[config.mk]
export PLATFORM = sky130hd
export DESIGN_NAME = instr_fetch
export DESIGN_NICKNAME = d
export VERILOG_FILES = /design/src/rtl/instr_fetch_pkg.sv /design/src/rtl/instr_fetch_pc.sv /design/src/rtl/instr_fetch.sv
export SDC_FILE = /design/constraint.sdc
export NUM_CORES = 1
export LEC_CHECK = 0
export CAP_MARGIN = 20
export CORE_MARGIN = 1
export CORE_UTILIZATION = 51
export CTS_BUF_LIST = sky130_fd_sc_hd__clkbuf_4 sky130_fd_sc_hd__clkbuf_8
export CTS_CLUSTER_SIZE = 25
export DETAILED_ROUTE_END_ITERATION = 8
export PLACE_DENSITY = 0.89
export RECOVER_POWER = 25
export SYNTH_ARGS = -nofsm -noshare
export SYNTH_HDL_FRONTEND = slang
export SYNTH_SLANG_ARGS = --single-unit
[constraint.sdc]
create_clock -name clk -period 5.3 [get_ports clk]
set_input_delay 1.06 -clock clk [delete_from_list [all_inputs] [get_ports clk]]
set_output_delay 1.06 -clock clk [all_outputs]
set_load 0.02 [all_outputs]
[src/rtl/instr_fetch_pkg.sv]
// Shared definitions for the instruction fetch unit: IR field layout, opcodes,
// fetch FSM states and condition-flag indices.
package instr_fetch_pkg;

  localparam int OPER_MSB     = 31;
  localparam int OPER_LSB     = 27;
  localparam int RDST_MSB     = 26;
  localparam int RDST_LSB     = 22;
  localparam int RSRC1_MSB    = 21;
  localparam int RSRC1_LSB    = 17;
  localparam int IMM_MODE_BIT = 16;
  localparam int RSRC2_MSB    = 15;
  localparam int RSRC2_LSB    = 11;
  localparam int ISRC_MSB     = 15;
  localparam int ISRC_LSB     = 0;

  localparam logic [4:0] OP_MOVSGPR = 5'd0;
  localparam logic [4:0] OP_MOV     = 5'd1;
  localparam logic [4:0] OP_ADD     = 5'd2;
  localparam logic [4:0] OP_SUB     = 5'd3;
  localparam logic [4:0] OP_MUL     = 5'd4;
  localparam logic [4:0] OP_ROR     = 5'd5;
  localparam logic [4:0] OP_RAND    = 5'd6;
  localparam logic [4:0] OP_RXOR    = 5'd7;
  localparam logic [4:0] OP_RXNOR   = 5'd8;
  localparam logic [4:0] OP_RNAND   = 5'd9;
  localparam logic [4:0] OP_RNOR    = 5'd10;
  localparam logic [4:0] OP_RNOT    = 5'd11;
  localparam logic [4:0] OP_HALT    = 5'b11111;

  // Bit positions inside flags = {sign, zero, overflow, carry}.
  localparam int FLAG_CARRY    = 0;
  localparam int FLAG_OVERFLOW = 1;
  localparam int FLAG_ZERO     = 2;
  localparam int FLAG_SIGN     = 3;

  typedef enum logic [2:0] {
    S_IDLE,
    S_REQ,
    S_WAIT,
    S_ISSUE,
    S_HALT
  } fetch_state_t;

  function automatic logic [4:0] ir_oper(input logic [31:0] ir);
    return ir[OPER_MSB:OPER_LSB];
  endfunction

endpackage

[src/rtl/instr_fetch_pc.sv]
// Program counter for the fetch unit: redirect/start load and wrapping increment.
// pc_next is exposed so the fetch FSM can register the next read address.
module fetch_pc (
  input  logic        clk,
  input  logic        rst,
  input  logic        start_load,
  input  logic [15:0] start_addr,
  input  logic        redirect_load,
  input  logic [15:0] redirect_addr,
  input  logic        incr,
  output logic [15:0] pc,
  output logic [15:0] pc_next
);

  // Redirect wins over everything; the 16-bit add wraps FFFF -> 0000 by itself.
  always_comb begin
    pc_next = pc;
    if (redirect_load)
      pc_next = redirect_addr;
    else if (start_load)
      pc_next = start_addr;
    else if (incr)
      pc_next = pc + 16'd1;
  end

  always_ff @(posedge clk or posedge rst) begin
    if (rst)
      pc <= 16'h0000;
    else
      pc <= pc_next;
  end

endmodule

[src/rtl/instr_fetch.sv]
// Instruction fetch unit: REQ/WAIT/ISSUE loop with redirect and halt handling.
// Optional macro FETCH_COND_EN adds cond_sel/flags to gate redirect on a flag.
module instr_fetch
  import instr_fetch_pkg::*;
(
  input  logic        clk,
  input  logic        rst,
  input  logic        start,
  input  logic [15:0] start_addr,
  output logic        imem_en,
  output logic [15:0] imem_addr,
  input  logic [31:0] imem_rdata,
  output logic [31:0] ir_out,
  output logic        ir_valid,
  input  logic        ir_ready,
  input  logic        redirect,
  input  logic [15:0] redirect_addr,
  output logic [15:0] pc_out,
  output logic        halted
`ifdef FETCH_COND_EN
  ,
  input  logic [1:0]  cond_sel,
  input  logic [3:0]  flags
`endif
);

  // ir_valid/ir_ready: an instruction transfers on a cycle where both are high;
  // ir_out and pc_out stay frozen while ir_valid is high and ir_ready is low.

  fetch_state_t state;
  logic [15:0]  pc;
  logic [15:0]  pc_next;
  logic         cond_ok;
  logic         active;
  logic         redirect_take;
  logic         start_take;
  logic         handshake;
  logic         is_halt;
  logic         incr;

`ifdef FETCH_COND_EN
  assign cond_ok = flags[cond_sel];
`else
  assign cond_ok = 1'b1;
`endif

  assign active        = (state == S_REQ) || (state == S_WAIT) || (state == S_ISSUE);
  assign redirect_take = active && redirect && cond_ok;
  assign start_take    = ((state == S_IDLE) || (state == S_HALT)) && start;
  assign handshake     = (state == S_ISSUE) && ir_valid && ir_ready;
  assign is_halt       = (ir_oper(ir_out) == OP_HALT);
  assign incr          = handshake && !is_halt && !redirect_take;

  fetch_pc u_pc (
    .clk           (clk),
    .rst           (rst),
    .start_load    (start_take),
    .start_addr    (start_addr),
    .redirect_load (redirect_take),
    .redirect_addr (redirect_addr),
    .incr          (incr),
    .pc            (pc),
    .pc_next       (pc_next)
  );

  // Every path into REQ registers imem_en/imem_addr so the strobe lines up with S_REQ.
  always_ff @(posedge clk or posedge rst) begin
    if (rst) begin
      state     <= S_IDLE;
      imem_en   <= 1'b0;
      imem_addr <= 16'h0000;
      ir_out    <= 32'h0000_0000;
      ir_valid  <= 1'b0;
      pc_out    <= 16'h0000;
      halted    <= 1'b0;
    end else begin
      case (state)
        S_IDLE, S_HALT: begin
          if (start_take) begin
            state     <= S_REQ;
            imem_en   <= 1'b1;
            imem_addr <= pc_next;
            halted    <= 1'b0;
          end
        end
        S_REQ: begin
          if (redirect_take) begin
            state     <= S_REQ;
            imem_en   <= 1'b1;
            imem_addr <= pc_next;
          end else begin
            state   <= S_WAIT;
            imem_en <= 1'b0;
          end
        end
        S_WAIT: begin
          if (redirect_take) begin
            state     <= S_REQ;
            imem_en   <= 1'b1;
            imem_addr <= pc_next;
          end else begin
            state    <= S_ISSUE;
            ir_out   <= imem_rdata;
            pc_out   <= pc;
            ir_valid <= 1'b1;
          end
        end
        S_ISSUE: begin
          // A redirect overrides both the sequential fetch and a halt being consumed.
          if (redirect_take || (handshake && !is_halt)) begin
            state     <= S_REQ;
            imem_en   <= 1'b1;
            imem_addr <= pc_next;
            ir_valid  <= 1'b0;
          end else if (handshake) begin
            state    <= S_HALT;
            ir_valid <= 1'b0;
            halted   <= 1'b1;
          end
        end
        default: begin
          state    <= S_IDLE;
          imem_en  <= 1'b0;
          ir_valid <= 1'b0;
        end
      endcase
    end
  end

endmodule

### After elaboration in Yosys (flattened, before gate mapping)

Index checks and enable logic that the tools add are counted.

| storage, ports and cells | value |
|---|---|
| flip-flop bits (word level) | 86 |
| bits in latches | 0 |
| memory bits (writable) | 0 |
| bits in read-only memories | 0 |
| output and inout port bits | 67 |
| word-level logic and storage cells | 74 |
| memories | 0 |

| cells by class | value |
|---|---|
| add/subtract/negate cells | 1 |
| multipliers | 0 |
| div/mod/pow operators | 0 |
| order comparisons | 0 |
| equal/unequal tests | 13 |
| shifts and indexed selects | 0 |
| muxes and demuxes | 26 |
| bitwise logic cells | 2 |
| reductions and logical operators | 24 |

Operators with widths:

| operator | number |
|---|---|
| $mux W16 | 6 |
| $pmux W16 S3 | 1 |
| $add A16 B1 Y16 const B | 1 |
| $pmux W3 S4 | 1 |
| $mux W1 | 10 |
| $ne A2 B2 Y1 const B | 5 |
| $mux W3 | 3 |
| $reduce_and A4 Y1 | 2 |
| $eq A3 B2 Y1 const B | 2 |
| $logic_and A1 B1 Y1 | 6 |
| $reduce_and A3 Y1 | 2 |
| $eq A5 B5 Y1 const B | 1 |
| $logic_or A1 B1 Y1 | 4 |
| $mux W2 | 2 |
| $ne A2 B1 Y1 const B | 2 |
| $pmux W1 S4 | 1 |
| $reduce_and A2 Y1 | 2 |
| $reduce_or A2 Y1 | 2 |
| $eq A3 B1 Y1 const B | 1 |
| $eq A3 B3 Y1 const B | 1 |
| $logic_not A3 Y1 | 1 |
| $ne A3 B2 Y1 const B | 1 |
| $pmux W1 S3 | 1 |
| $reduce_bool A3 Y1 | 1 |
| 5 further kinds | 7 |

### Logic depth before layout (Yosys ltp)

| depth | value |
|---|---|
| depth after elaboration | 11 |
| gate-level depth with buffers | 7 |
| depth with buffers taken out | 6 |

### Hierarchy

A second synthesis with hierarchy kept.

| second synthesis, totals | value |
|---|---|
| cell total of the unflattened synthesis | 310 |
| area total of the unflattened synthesis | 3872.5 µm² |

Modules (own cells, without submodules):

| module | times used | cells each | area each (µm²) | seq. area each (µm²) |
|---|---|---|---|---|
| instr_fetch | 1 | 182 | 2763.9 | 1751.7 |
| fetch_pc | 1 | 128 | 1108.6 | 400.4 |

### Least setup slack after synthesis

OpenSTA, ideal clock, no wires.

| path | value |
|---|---|
| path type | input to register |
| from | in redirect |
| to | reg imem_addr[6] |
| data arrival time | 2.501 ns |
| data required time | 5.234 ns |
| path slack | 2.733 ns |
| cell stages on the path | 7 |
| cell sequence | buf_6 nand4bb_4 a211o_1 buf_2 or4_1 nand3_1 a22o_1 |

| between the ends | value |
|---|---|
| cells in the longest elaborated chain, start to end | 8 |

Ends and longest elaborated chain:

| item | RTL line | text |
|---|---|---|
| from (decl) | instr_fetch.sv:16 | `input logic redirect,` |
| $logic_and A1 B1 Y1 * | instr_fetch.sv:48 | `assign redirect_take = active && redirect && cond_ok;` |
| $logic_not A1 Y1 | instr_fetch.sv:52 | `assign incr = handshake && !is_halt && !redirect_take;` |
| $logic_and A1 B1 Y1 | instr_fetch.sv:52 |  |
| $mux W16 | instr_fetch_pc.sv:22 | `else if (incr)` |
| $mux W16 | instr_fetch_pc.sv:20 | `else if (start_load)` |
| $mux W16 | instr_fetch_pc.sv:18 | `if (redirect_load)` |
| $mux W16, on equally long branches | - |  |
| $pmux W16 S3 | instr_fetch.sv:77 | `case (state)` |
| to (signal assigned) | instr_fetch.sv:82 | `imem_addr <= pc_next;` |
| to (signal assigned) | instr_fetch.sv:90 | `imem_addr <= pc_next;` |
| to (signal assigned) | instr_fetch.sv:113 | `imem_addr <= pc_next;` |
| to (decl) | instr_fetch.sv:11 | `output logic [15:0] imem_addr,` |

Every way passes the cells marked *; elsewhere a longest branch is shown, timed or not. The select of a mux whose other input is x is not followed.
A chain may end at the register's enable or synchronous reset.

==> results.txt <==
----------------------------------------------------
[Status]
  Run status ... finished with violations
  Violations in the final reports ... max-capacitance violations, max-slew violations

[CTS]
  Cell chosen for the clock root ... clkbuf_8
  Bufs on Longest Clock Path ... 2
  TritonCTS sink count ... 86
  Hold buffer count at CTS ... 0
  Clock slew seen by the registers of the worst setup and hold paths ... 0.09 ns
  Clock tree from TritonCTS ... done
  Cts repair resizes ... 0
  Maximum level of the CTS H-tree ... 3
  Clock latency at the later pin of the worst-skew pair ... approximately 0.36 ns
  Buffer count from post-CTS setup fixing ... 0
  Clock buffers created by TritonCTS ... 9

[Logic synthesis]
  Cell types with the largest area share after synthesis ... dfrtp_1, mux2_2, mux2_1
  FFs w/ async S/R, synth ... 1.00
  Post-synth net total ... 401
  Number of warnings issued by yosys ... 0
  Number of enable-type register cells in the synthesized netlist ... 0
  Syn Area/Cell ... 11.9 µm²
  Most used flip-flop cell after synthesis ... dfrtp_1
  Cell type with the highest aggregate area in the netlist ... dfrtp_1
  Count of unique library cells instantiated by Yosys ... 53
  Top cell type's share of synthesized area ... 0.545
  Post-synthesis sequential area ratio ... 0.545
  Gate count after technology mapping ... 331
  Register bit count reported by yosys ... 86
  Combined area of all synthesized cells ... ~3900 µm²

[Finish]
  Footprint of the multi-input gates ... 1690 µm²
  Fraction of final layout cells sized beyond drive strength 1 ... 0.152
  Antenna Cells ... 0
  Filler cell count ... 478
  Commonest cells after routing, fill and taps aside ... clkdlybuf4s50_1, dfrtp_1, mux2_2, nor2_1, nand2_1
  Total Nets Final ... 533
  Most common cell after layout, fill and taps aside ... clkdlybuf4s50_1
  Area used by sequential logic in the layout ... 2150 µm²
  Layout area overhead ... 41.4%

[Place]
  Post-Place Worst Slack ... 1.87 ns
  Placed wire-length estimate after detailed placement ... approximately 7.6 mm
  Buffers on Ports ... 135
  Final weighted congestion in routability-driven placement ... approximately 0.90

[Timing]
  Transition time at the pin with the least slew margin ... roughly 1.7 ns
  Final clock period utilization by the worst path ... 0.635
  Hold violation count in the final report ... 0
  Minimum clock period after layout ... between 3 and 4 ns
  Worst clock skew ... 0.00818 ns
  Number of setup violations in the final report ... 0
  Setup repair after global routing missed its margin ... no
  Post-route setup TNS ... 0 ns
  Achievable Freq ... 297 MHz
  Count of final max-slew check failures ... 42
  Headroom to the max-slew limit ... -0.172
  Final Worst Setup Slack ... between 1.5 and 2 ns

[Route]
  Number of iterations in the first detailed-routing pass ... 5
  Routed wire per std cell ... about 19 µm
  Detailed Route WL ... 10.5 mm
  Vias post-DR ... 3343
  Number of nets with antenna violations after detailed routing ... 0
  Vias/cell ... ~5.9
  Drt first-iter violations ... approximately 280
  Drc violations ... 0

[Global route]
  Overflow after GRT ... 0
  Vias in the first global route ... ~3400
  Pin count of the biggest net entering global routing ... 47
  GRT Resource Usage Total ... 0.266
  Antenna violations before repair ... 0
  First-pass GRT wire length ... 16.7 mm

[Setup path]
  Nature of the critical path startpoint ... primary input
  Family of cells with the greatest summed delay on the critical path ... buffers and inverters
  Data required time of the critical path ... 5.61 ns
  Category of the worst setup path capture point ... asynchronous set/reset pin
  Arrival time of the worst setup path ... 3.67 ns
  Crit path max-delay cell type ... clkbuf_2
  Ordered list of cells on the worst path ... dlygate4sd3_1, clkinvlp_2, clkbuf_2
  Maximum fanout encountered on the critical timing path ... 46
  Critical path class ... primary input to asynchronous set/reset pin
  Number of buffer and inverter instances along the worst setup path ... 3
  Largest incremental delay on the critical path ... 1.02 ns

[Pwr]
  Leakage power ... 0.00225 µW
  Power, Total ... 2950 µW
  Peak ir drop on the vdd network ... 0.237 mV
  Total power per unit cell area ... around 530 nW/µm²

[Die]
  Die span in x ... 90.0 µm
  Number of placement rows ... 31
  Effective utilization at floorplan ... 0.536
  Total Die Area ... between 8000 and 9000 µm²
  Die outline height ... 90.0 µm
  Placeable core region ... approximately 7400 µm²
  Ports ... between 100 and 150

[Min path]
  Hold/Removal Path Class ... flop to flop

[Flow run]
  Max-Cap Viols ... 1

----------------------------------------------------
-- worst paths after layout --
path | from | to | slack [ns] | cells after the start
min in group asynchronous | rst | ir_out[15] | 1.58 | 2
setup / recovery | rst | pc_out[11] | 1.93 | 3
max in group clk | redirect | imem_addr[15] | 2.14 | 7
hold reg to reg | ir_out[16] | ir_out[16] | 0.49 | 1
hold / removal | ir_out[16] | ir_out[16] | 0.49 | 1
setup reg to reg | state[0] | imem_addr[6] | 2.68 | 5
-- layout make-up --
cell class / count / share of cell area
sequential: 86 / 0.385
clock buffer: 12 / 0.0285
tap: 99 / 0.0222
timing repair buffer: 139 / 0.247
multi-input combinational: 222 / 0.303
clock inverter: 4 / 0.00986
inverter: 5 / 0.00359
-- cells in the mapped netlist (all sizes together), types with 6 or more instances --
cell type  instances
dfrtp             86
mux2              54
nor2              23
nand2             21
buf               14
o31ai             14
o21ai             13
a21oi              9
a22oi              7
a21boi             6
nand3              6
nand4              6
-- stage by stage --
stage | cell area (µm²) | hold slack [ns] | instances | utilization
6_report | 5580 | 0.488 | 567 | 0.758
5_1_grt | 5580 | 0.517 | 567 | 0.758
4_1_cts | 5590 | 0.494 | 567 | 0.758
3_5_place_dp | 5370 | 0.477 | 551 | 0.729
3_3_place_gp | 5370 | 0.466 | 551 | 0.729
2_1_floorplan | 3950 | 0.495 | 331 | -
-- cells by family (layout without fill, tap and decap cells) --
logic type               Yosys count  count (layout)  share of synthesized area
multiplexers                      57              57                      0.162
buffers and inverters             23             160                     0.0282
flip-flops                        86              86                      0.545
AO/OA/AOI/OAI                     78              78                      0.141
AND/OR/NAND/NOR                   81              81                      0.110
adder cells (fa/ha/maj)            1               1                    0.00317
XOR/XNOR                           5               5                     0.0111
-- state kept, by name, summed over array words and instances, names as in the netlist --
register and flops:
ir_out 32, ir_valid 1, state 3, u_pc.pc 16, pc_out 16, imem_addr 16, halted 1, imem_en 1
-- metal layers --
layer  track usage  vias up  share of wire
li1              -     1484              -
met1         0.326     1643           0.39
met2         0.457      190           0.52
met3        0.0381       26          0.068
met4         0.140        0          0.030
met5             0        -              0
-- where the power goes --
part           total, µW  leakage (µW)  switching [µW]  internal [µW]
registers           1140       0.00103             211            927
logic               1320       0.00111             645            678
clock network        485      0.000106             234            251
total               2950       0.00225            1090           1860
(Power assumes the default switching activity.)
